**src/rtl/dm_dma_ctrl.sv**
```systemverilog
// dm_dma_ctrl: single-channel DMA between an external stream and DM, using only DM cycles the core leaves idle.
module dm_dma_ctrl #(
  parameter int DMA_SIZE  = 16,
  parameter int DMD_SIZE  = 16,
  parameter int CNT_WIDTH = 8
) (
  input  logic                 clk,
  input  logic                 reset,
  input  logic                 cfg_start,
  input  logic                 cfg_dir,
  input  logic [DMA_SIZE-1:0]  cfg_base,
  input  logic [DMA_SIZE-1:0]  cfg_stride,
  input  logic [CNT_WIDTH-1:0] cfg_count,
  input  logic                 ps_dm_cslt,
  input  logic                 ps_dm_wrb,
  input  logic [DMA_SIZE-1:0]  dg_dm_add,
  input  logic [DMD_SIZE-1:0]  bc_dt,
  output logic                 dm_cslt,
  output logic                 dm_wrb,
  output logic [DMA_SIZE-1:0]  dm_add,
  output logic [DMD_SIZE-1:0]  dm_wdt,
  input  logic [DMD_SIZE-1:0]  dm_rdt,
  input  logic                 ext_wr_valid,
  input  logic [DMD_SIZE-1:0]  ext_wr_data,
  output logic                 ext_wr_ready,
  output logic                 ext_rd_valid,
  output logic [DMD_SIZE-1:0]  ext_rd_data,
  input  logic                 ext_rd_ready,
  output logic                 dma_busy,
  output logic                 dma_done,
  output logic [15:0]          dma_conflict_cnt
);
  typedef enum logic [2:0] {IDLE, WR_XFER, RD_ISSUE, RD_CAP, RD_HOLD, DONE} state_t;
  state_t state_q, state_d;
  logic [DMA_SIZE-1:0] addr_q, addr_d, stride_q, stride_d;
  logic [CNT_WIDTH-1:0] rem_q, rem_d;
  logic rd_valid_q, rd_valid_d;
  logic [DMD_SIZE-1:0] rd_data_q, rd_data_d;
  logic [15:0] conf_q, conf_d;
  logic wr_fire, rd_issue, want;
  assign wr_fire  = state_q == WR_XFER && ext_wr_valid && !ps_dm_cslt;
  assign rd_issue = state_q == RD_ISSUE && !ps_dm_cslt;
  assign want     = (state_q == WR_XFER && ext_wr_valid) || state_q == RD_ISSUE;
  always_comb begin
    state_d    = state_q;
    addr_d     = addr_q;
    stride_d   = stride_q;
    rem_d      = rem_q;
    rd_valid_d = rd_valid_q;
    rd_data_d  = rd_data_q;
    conf_d     = (ps_dm_cslt && want && conf_q != 16'hFFFF) ? conf_q + 16'd1 : conf_q;
    unique case (state_q)
      IDLE: if (cfg_start) begin
        addr_d   = cfg_base;
        stride_d = cfg_stride;
        rem_d    = cfg_count;
        conf_d   = '0;
        state_d  = (cfg_count == '0) ? DONE : cfg_dir ? RD_ISSUE : WR_XFER;
      end
      WR_XFER: if (wr_fire) begin
        addr_d  = addr_q + stride_q;
        rem_d   = rem_q - 1'b1;
        state_d = (rem_q == 1) ? DONE : WR_XFER;
      end
      RD_ISSUE: state_d = ps_dm_cslt ? RD_ISSUE : RD_CAP;
      // The read was issued last cycle, so dm_rdt belongs to the DMA even if the core selects now.
      RD_CAP: begin
        rd_data_d  = dm_rdt;
        rd_valid_d = 1'b1;
        state_d    = RD_HOLD;
      end
      RD_HOLD: if (rd_valid_q && ext_rd_ready) begin
        rd_valid_d = 1'b0;
        addr_d     = addr_q + stride_q;
        rem_d      = rem_q - 1'b1;
        state_d    = (rem_q == 1) ? DONE : RD_ISSUE;
      end
      DONE:    state_d = IDLE;
      default: state_d = IDLE;
    endcase
  end
  always_ff @(posedge clk) begin
    if (!reset) begin
      state_q    <= IDLE;
      addr_q     <= '0;
      stride_q   <= '0;
      rem_q      <= '0;
      rd_valid_q <= 1'b0;
      rd_data_q  <= '0;
      conf_q     <= '0;
    end else begin
      state_q    <= state_d;
      addr_q     <= addr_d;
      stride_q   <= stride_d;
      rem_q      <= rem_d;
      rd_valid_q <= rd_valid_d;
      rd_data_q  <= rd_data_d;
      conf_q     <= conf_d;
    end
  end
  // Core path is a pure mux so it sees no added latency.
  assign dm_cslt          = ps_dm_cslt | wr_fire | rd_issue;
  assign dm_wrb           = ps_dm_cslt ? ps_dm_wrb : wr_fire;
  assign dm_add           = ps_dm_cslt ? dg_dm_add : (wr_fire || rd_issue) ? addr_q : '0;
  assign dm_wdt           = ps_dm_cslt ? bc_dt : wr_fire ? ext_wr_data : '0;
  assign ext_wr_ready     = state_q == WR_XFER && !ps_dm_cslt;
  assign ext_rd_valid     = rd_valid_q;
  assign ext_rd_data      = rd_data_q;
  assign dma_busy         = state_q != IDLE;
  assign dma_done         = state_q == DONE;
  assign dma_conflict_cnt = conf_q;
endmodule

```
**config.mk**
```make
export PLATFORM = sky130hd
export DESIGN_NAME = dm_dma_ctrl
export DESIGN_NICKNAME = d
export VERILOG_FILES = /design/src/rtl/dm_dma_ctrl.sv
export SDC_FILE = /design/constraint.sdc
export NUM_CORES = 1
export LEC_CHECK = 0
export ABC_AREA = 1
export CELL_PAD_IN_SITES_DETAIL_PLACEMENT = 0
export CELL_PAD_IN_SITES_GLOBAL_PLACEMENT = 1
export CORE_MARGIN = 5
export CORE_UTILIZATION = 33
export CTS_CLUSTER_DIAMETER = 80
export DETAILED_ROUTE_END_ITERATION = 10
export MAX_ROUTING_LAYER = met4
export PLACE_DENSITY = 0.9
export SYNTH_ARGS = -nofsm -noshare
export SYNTH_HDL_FRONTEND = slang
export SYNTH_SLANG_ARGS = --single-unit
```
**constraint.sdc**
```tcl
create_clock -name clk -period 3.5 [get_ports clk]
set_input_delay 0.875 -clock clk [delete_from_list [all_inputs] [get_ports clk]]
set_output_delay 0.875 -clock clk [all_outputs]
set_load 0.05 [all_outputs]
```
==> results of run 1 <==
-- synthesized netlist by cell type --
| cell type | number | area, sq um |
|---|---|---|
| nor3_1 | 8 | 40.0 |
| a31oi_1 | 1 | 6.26 |
| or2_0 | 1 | 6.26 |
| nor4_1 | 1 | 6.26 |
| nand2_2 | 4 | 25.0 |
| inv_1 | 72 | 270 |
| o21ai_0 | 39 | 195 |
| nor2_2 | 2 | 12.5 |
| nor2_8 | 2 | 40.0 |
| buf_6 | 3 | 33.8 |
| buf_2 | 5 | 25.0 |
| buf_1 | 3 | 11.3 |
| a32o_1 | 16 | 160 |
| nand2_1 | 220 | 826 |
| nand3b_1 | 1 | 7.51 |
| inv_2 | 5 | 18.8 |
| o21bai_1 | 1 | 7.51 |
| a21oi_1 | 70 | 350 |
| and3_1 | 1 | 6.26 |
| xor2_1 | 8 | 70.1 |
| xnor2_1 | 6 | 52.6 |
| nand4_1 | 3 | 18.8 |
| o211ai_4 | 1 | 21.3 |
| o221ai_1 | 1 | 8.76 |
| clkbuf_1 | 19 | 71.3 |
| o2111ai_1 | 1 | 8.76 |
| ha_1 | 18 | 225 |
| clkinv_1 | 1 | 3.75 |
| a21oi_2 | 1 | 8.76 |
| nor2_1 | 91 | 342 |
| or2_2 | 1 | 6.26 |
| o31ai_1 | 1 | 7.51 |
| nor2_4 | 1 | 11.3 |
| buf_4 | 2 | 15.0 |
| or2_4 | 1 | 8.76 |
| dfxtp_1 | 76 | 1520 |
| fa_1 | 1 | 20.0 |
| nor3_2 | 1 | 10.0 |
| nand3_1 | 72 | 360 |
| o21ai_1 | 7 | 35.0 |
| nand2_4 | 1 | 11.3 |
-- worst max-delay path, stage by stage --
cell and delay [ns]:
clkdlybuf4s50_1 0.46, buf_12 0.21, nor2_8 0.29, a32o_1 0.28, buf_12 0.15
-- cell type report --
type | instances | area, sq um
inverter | 78 | 293
timing repair buffer | 191 | 2090
multi-input combinational | 583 | 2920
fill | 1487 | 7180
tap | 184 | 230
clock buffer | 14 | 294
clock inverter | 2 | 15.0
sequential | 76 | 1520
-- logic make-up after synthesis --
family                   Yosys count
buffers and inverters            110
XOR/XNOR                          14
AO/OA/AOI/OAI                    139
AND/OR/NAND/NOR                  411
adder cells (fa/ha/maj)           19
flip-flops                        76
-- flip-flops by register name, indices dropped and copies added, names as in the netlist --
register,flops
ext_rd_valid,1
rem_q,8
dma_conflict_cnt,16
ext_rd_data,16
state_q,3
addr_q,16
stride_q,16
-- how the worst min path moves through the flow --
stage / to / slack, ns / depth (start not counted)
2_1_floorplan: addr_q[0] / 0.44 / 2
6_report: stride_q[14] / 0.47 / 2
5_1_grt: stride_q[14] / 0.48 / 2
3_3_place_gp: stride_q[2] / 0.45 / 2
4_1_cts: stride_q[14] / 0.47 / 2
3_5_place_dp: stride_q[14] / 0.46 / 2
-- power groups by stage --
| stage | Clock, W | Sequential [W] | Combinational [W] |
|---|---|---|---|
| after floorplan | 0 | 0.00127 | 0.00162 |
| after global placement | 0 | 0.00124 | 0.00238 |
| after CTS | 0.000968 | 0.00122 | 0.00240 |
| after detailed placement | 0 | 0.00123 | 0.00239 |
| after global routing | 0.00100 | 0.00124 | 0.00265 |
| final | 0.000941 | 0.00122 | 0.00240 |
-- metal layers --
metal / global-route usage [%] / wire [um] / vias up
met4: 5.03 / 299 / 0
met2: 30.7 / 7410 / 165
li1: - / - / 2850
met1: 24.5 / 7850 / 2377
met5: - / 0 / -
met3: 4.78 / 951 / 25
-- per-stage QoR --
| step | hold WS, ns | instance area [sq um] | setup WS (ns) | total power [W] | util [%] |
|---|---|---|---|---|---|
| detailed placement | 0.461 | 7050 | 0.361 | 0.00362 | 48.5 |
| floorplan | 0.444 | 4890 | 0.0979 | 0.00289 | - |
| CTS | 0.470 | 7360 | 0.360 | 0.00459 | 50.6 |
| global placement | 0.453 | 7050 | 0.378 | 0.00361 | 48.5 |
| global route | 0.481 | 7360 | 0.273 | 0.00489 | 50.6 |
| finish | 0.470 | 7360 | 0.359 | 0.00456 | 50.6 |
==> results.cfg, run 1 <==
[run_status]
status = finished, final reports clean

[die]
start_util_pct = 33.6
rows = 44
ios = 182
die-area_sq_mm = 0.0173
die_h_um = 132
die_x_um = 132
core_area_sq_mm = 0.0145

[clocking]
cts_tree = yes
cts_setup_buffers = 0
ctsResizeCount = 0
cts_root_buf = clkbuf_16
clock_latency_ns = 0.34
clk_pin_slew_ns = 0.06
clockBufferDepth = 2
postCtsHoldBufs = 0
cts_buffers = 9
cts_max_level = 3
cts.sinks = 76

[sta]
rsz0062_at_grt = no
min_period_ns = 3.14
maxSlewHeadroom_pct = 31.9
finalSetupViolCount = 0
finalCritPeriodShare_pct = 89.7
finalHoldViolCount = 0
worstMarginPinSlew_ns = 1.02
tns_ns = 0
final_max_slew_viol_count = 0
skew_ns = 0.0102
timing.fmax_mhz = 318

[worst_setup_path]
worstSetupStartpoint = ps_dm_cslt
path_class = primary input to primary output
reg2reg_depth = 7
cp.arrival_ns = 2.27
path_max_fanout = 35
r2r-start = state_q[2]
endpoint = dm_wdt[0]
r2r_end = state_q[2]
critPathLaunchType = primary input
endpoint_kind = primary output
crit_required_ns = 2.62
regToRegSetupSlack_ns = 1.25

[logic_synthesis]
syn-cell-area_sq_mm = 0.00489
syn_nets = 900
yosys.area_share.simple_pct = 35.6
syn-mean-instance-area_sq_um = 6.35
synth-seq-cells = 76
netlist-cell-type-count = 41
yosys.area_share.xor_xnor_pct = 2.51
synth_top_family_by_area = simple AND/OR/NAND/NOR gates
synthAdderAreaFrac_pct = 5.02
synth_compound_area_share_pct = 16.6
ys_seq_area_share_pct = 31.1
netlist_instances = 769
muxShareOfSynthArea_pct = 0
yosys_warnings = 0

[route]
ant_nets = 0
viasPerCell = 4.80
routed_wl_mm = 16.5
wl_per_cell_um = 14.6
drcViolationCount = 0
drtIter0Drc = 313
first_pass_iters = 4
vias = 5417

[global_route]
grt_pass1_wl_mm = 26.7
antenna_found_initial = 0
grt_overflow_total = 0
grt_pass1_vias = 5327
grt_max_degree = 37
grt_usage_pct = 19.2

[cells_and_area]
antenna_cells = 0
drive_gt1_share_pct = 8.58
syn2layout_area_growth_pct = 50.6
fin_cells = 1128
mostFrequentLayoutCells = nand2_1 (220), clkdlybuf4s50_1 (146), nor2_1 (91)
layout_commonest_cell = nand2_1
layout.nets = 1070

[placement]
port_buffers = 181
gp_congestion = 0.883
dp_hpwl_mm = 12.7
place_inst = 1112

[min_path]
hp-class = flip-flop to flip-flop
min_from = stride_q[14]

[pwr]
power.share.combinational_pct = 52.6
power.density_mw_per_mm2 = 619
p_int_w = 0.00251
switching_share_pct = 45.0
clkPwrFrac_pct = 20.7
p_leak_nw = 3.13
switchingPower_w = 0.00205
power_frac_seq_pct = 26.8
vdd_drop_max_uv = 375

[flow_run]
cap_violations = 0
No activity file was read; power rests on OpenSTA's default activity.
==> run 2, diff against run 1 <==
--- a/config.mk
+++ b/config.mk
@@ -14,6 +14,7 @@
 export DETAILED_ROUTE_END_ITERATION = 10
 export MAX_ROUTING_LAYER = met4
 export PLACE_DENSITY = 0.9
+export SETUP_SLACK_MARGIN = 0.5
 export SYNTH_ARGS = -nofsm -noshare
 export SYNTH_HDL_FRONTEND = slang
 export SYNTH_SLANG_ARGS = --single-unit
==> run 2 against run 1 <==
Effect of this change: non-clock buffer count rose by 5; sequential share of layout area fell by 0.23 points; setup slack improved by 0.24 ns; worst hold slack got worse by 0.0047 ns; critical path depth rose by 2; sequential cell count did not move; first-iteration DRC count fell by 13%; via count fell by 0.20%; sequential power barely moved; global-route usage fell by 0.33 points; largest power group unchanged.
==> results.cfg, run 2 (synthesis results as in run 1) <==
[global_route]
grt_usage_pct = 18.9
grt_pass1_vias = 5066
antenna_found_initial = 0
grt_pass1_wl_mm = 26.1
grt_max_degree = 37
grt_overflow_total = 0

[worst_setup_path]
path_max_fanout = 14
path_class = primary input to primary output
critPathLaunchType = primary input
endpoint_kind = primary output
crit_required_ns = 2.62
cp.arrival_ns = 2.03

[run_status]
status = finished, final reports clean

[cells_and_area]
fill_cells = 1489
antenna_cells = 0
syn2layout_area_growth_pct = 52.2
layout.nets = 1075
design_area_sq_mm = 0.00744
drive_gt1_share_pct = 10.0
layout_commonest_cell = nand2_1
mostFrequentLayoutCells = nand2_1 (220), clkdlybuf4s50_1 (144), nor2_1 (91)

[route]
vias = 5406
routed_wl_mm = 16.4
wl_per_cell_um = 14.4
first_pass_iters = 5
viasPerCell = 4.77
ant_nets = 0
drcViolationCount = 0
drtIter0Drc = 272

[sta]
worstMarginPinSlew_ns = 0.984
tns_ns = 0
finalCritPeriodShare_pct = 82.9
min_period_ns = 2.90
skew_ns = 0.00585
rsz0062_at_grt = no
final_max_slew_viol_count = 0
maxSlewHeadroom_pct = 34.1
finalHoldViolCount = 0
finalSetupViolCount = 0
timing.fmax_mhz = 345

[placement]
port_buffers = 181
dp_hpwl_mm = 12.5
placed_area_sq_mm = 0.00705
gp_congestion = 0.912

[clocking]
clockBufferDepth = 2
cts_root_buf = clkbuf_16
cts_max_level = 3
cts_buffers = 9
clock_latency_ns = 0.34
cts_tree = yes
cts.sinks = 76
clk_pin_slew_ns = 0.06

[die]
die_x_um = 132
ios = 182
die_h_um = 132
die-area_sq_mm = 0.0173
start_util_pct = 33.6
core_area_sq_mm = 0.0145
rows = 44

[min_path]
hp-class = flip-flop to flip-flop

[pwr]
p_int_w = 0.00257
p_leak_nw = 3.21
switching_share_pct = 44.7
power.density_mw_per_mm2 = 625
vdd_drop_max_uv = 450
switchingPower_w = 0.00208
power.share.combinational_pct = 51.6
finalPower_w = 0.00465
power_frac_seq_pct = 26.3
clkPwrFrac_pct = 22.1

[flow_run]
cap_violations = 0
[run 2: cell count changes in the layout (fill, tap and decap cells not counted), moves of 2 or more]
cell,delta
clkbuf_8,-5
a32o_2,+8
bufinv_16,+2
inv_6,+2
dlygate4sd2_1,+2
o21ai_0,-3
clkdlybuf4s50_1,-2
a32o_1,-8
o21ai_1,+3
buf_4,+2
[run 2: critical path, stage by stage]
cell and delay, ns:
clkdlybuf4s50_1 0.47, nand2_1 0.07, nand2_2 0.07, buf_6 0.17
nand3_1 0.09, nand2_1 0.08, buf_4 0.20
[run 2: path summary, 6_finish.rpt]
kind / startpoint / endpoint / slack [ns] / cells past startpoint
worst max-delay path: ext_wr_valid / dm_add[5] / 0.60 / 7
worst min-delay path: stride_q[7] / stride_q[7] / 0.47 / 2
worst max register to register: state_q[2] / state_q[2] / 1.24 / 7
worst min register to register: stride_q[7] / stride_q[7] / 0.47 / 2
[run 2: final cells by class]
cell class                 count  area (sq um)  share of cell area, %
sequential                    76          1520                   20.5
clock inverter                 7          97.6                   1.31
inverter                      78           293                   3.94
timing repair buffer         196          2150                   28.8
multi-input combinational    583          2930                   39.3
clock buffer                   9           225                   3.03
tap                          184           230                   3.10
[run 2: power groups by stage]
stage          sequential (W)  clock (W)  combinational [W]
2_1_floorplan         0.00127          0            0.00162
3_3_place_gp          0.00124          0            0.00237
3_5_place_dp          0.00124          0            0.00237
4_1_cts               0.00122    0.00105            0.00241
5_1_grt               0.00124    0.00108            0.00268
6_report              0.00122    0.00103            0.00240
[run 2: per-layer routing]
layer | wire [um] | up-vias | global-route usage [%]
li1 | - | 2861 | -
met1 | 7720 | 2373 | 24.4
met2 | 7650 | 154 | 30.4
met3 | 763 | 18 | 3.67
met4 | 234 | 0 | 4.97
met5 | 0 | - | -
[run 2: through the flow]
step	setup WS (ns)	hold WS, ns	cells	utilization (%)
floorplan	0.148	0.444	769	-
global placement	0.352	0.452	1113	48.5
detailed placement	0.324	0.459	1113	48.5
CTS	0.530	0.468	1133	51.2
global route	0.504	0.486	1133	51.2
finish	0.599	0.466	1133	51.2
[run 2: timing repair]
action | 4_1_cts | 5_1_grt
setup endpoints to repair | 30 | 11
setup buffers | 4 | 0
resized for setup | 8 | 1
endpoints found under the hold margin | 0 | 0
hold buffers | 0 | 0
pin swaps | 1 | 0
gates cloned | 0 | 0
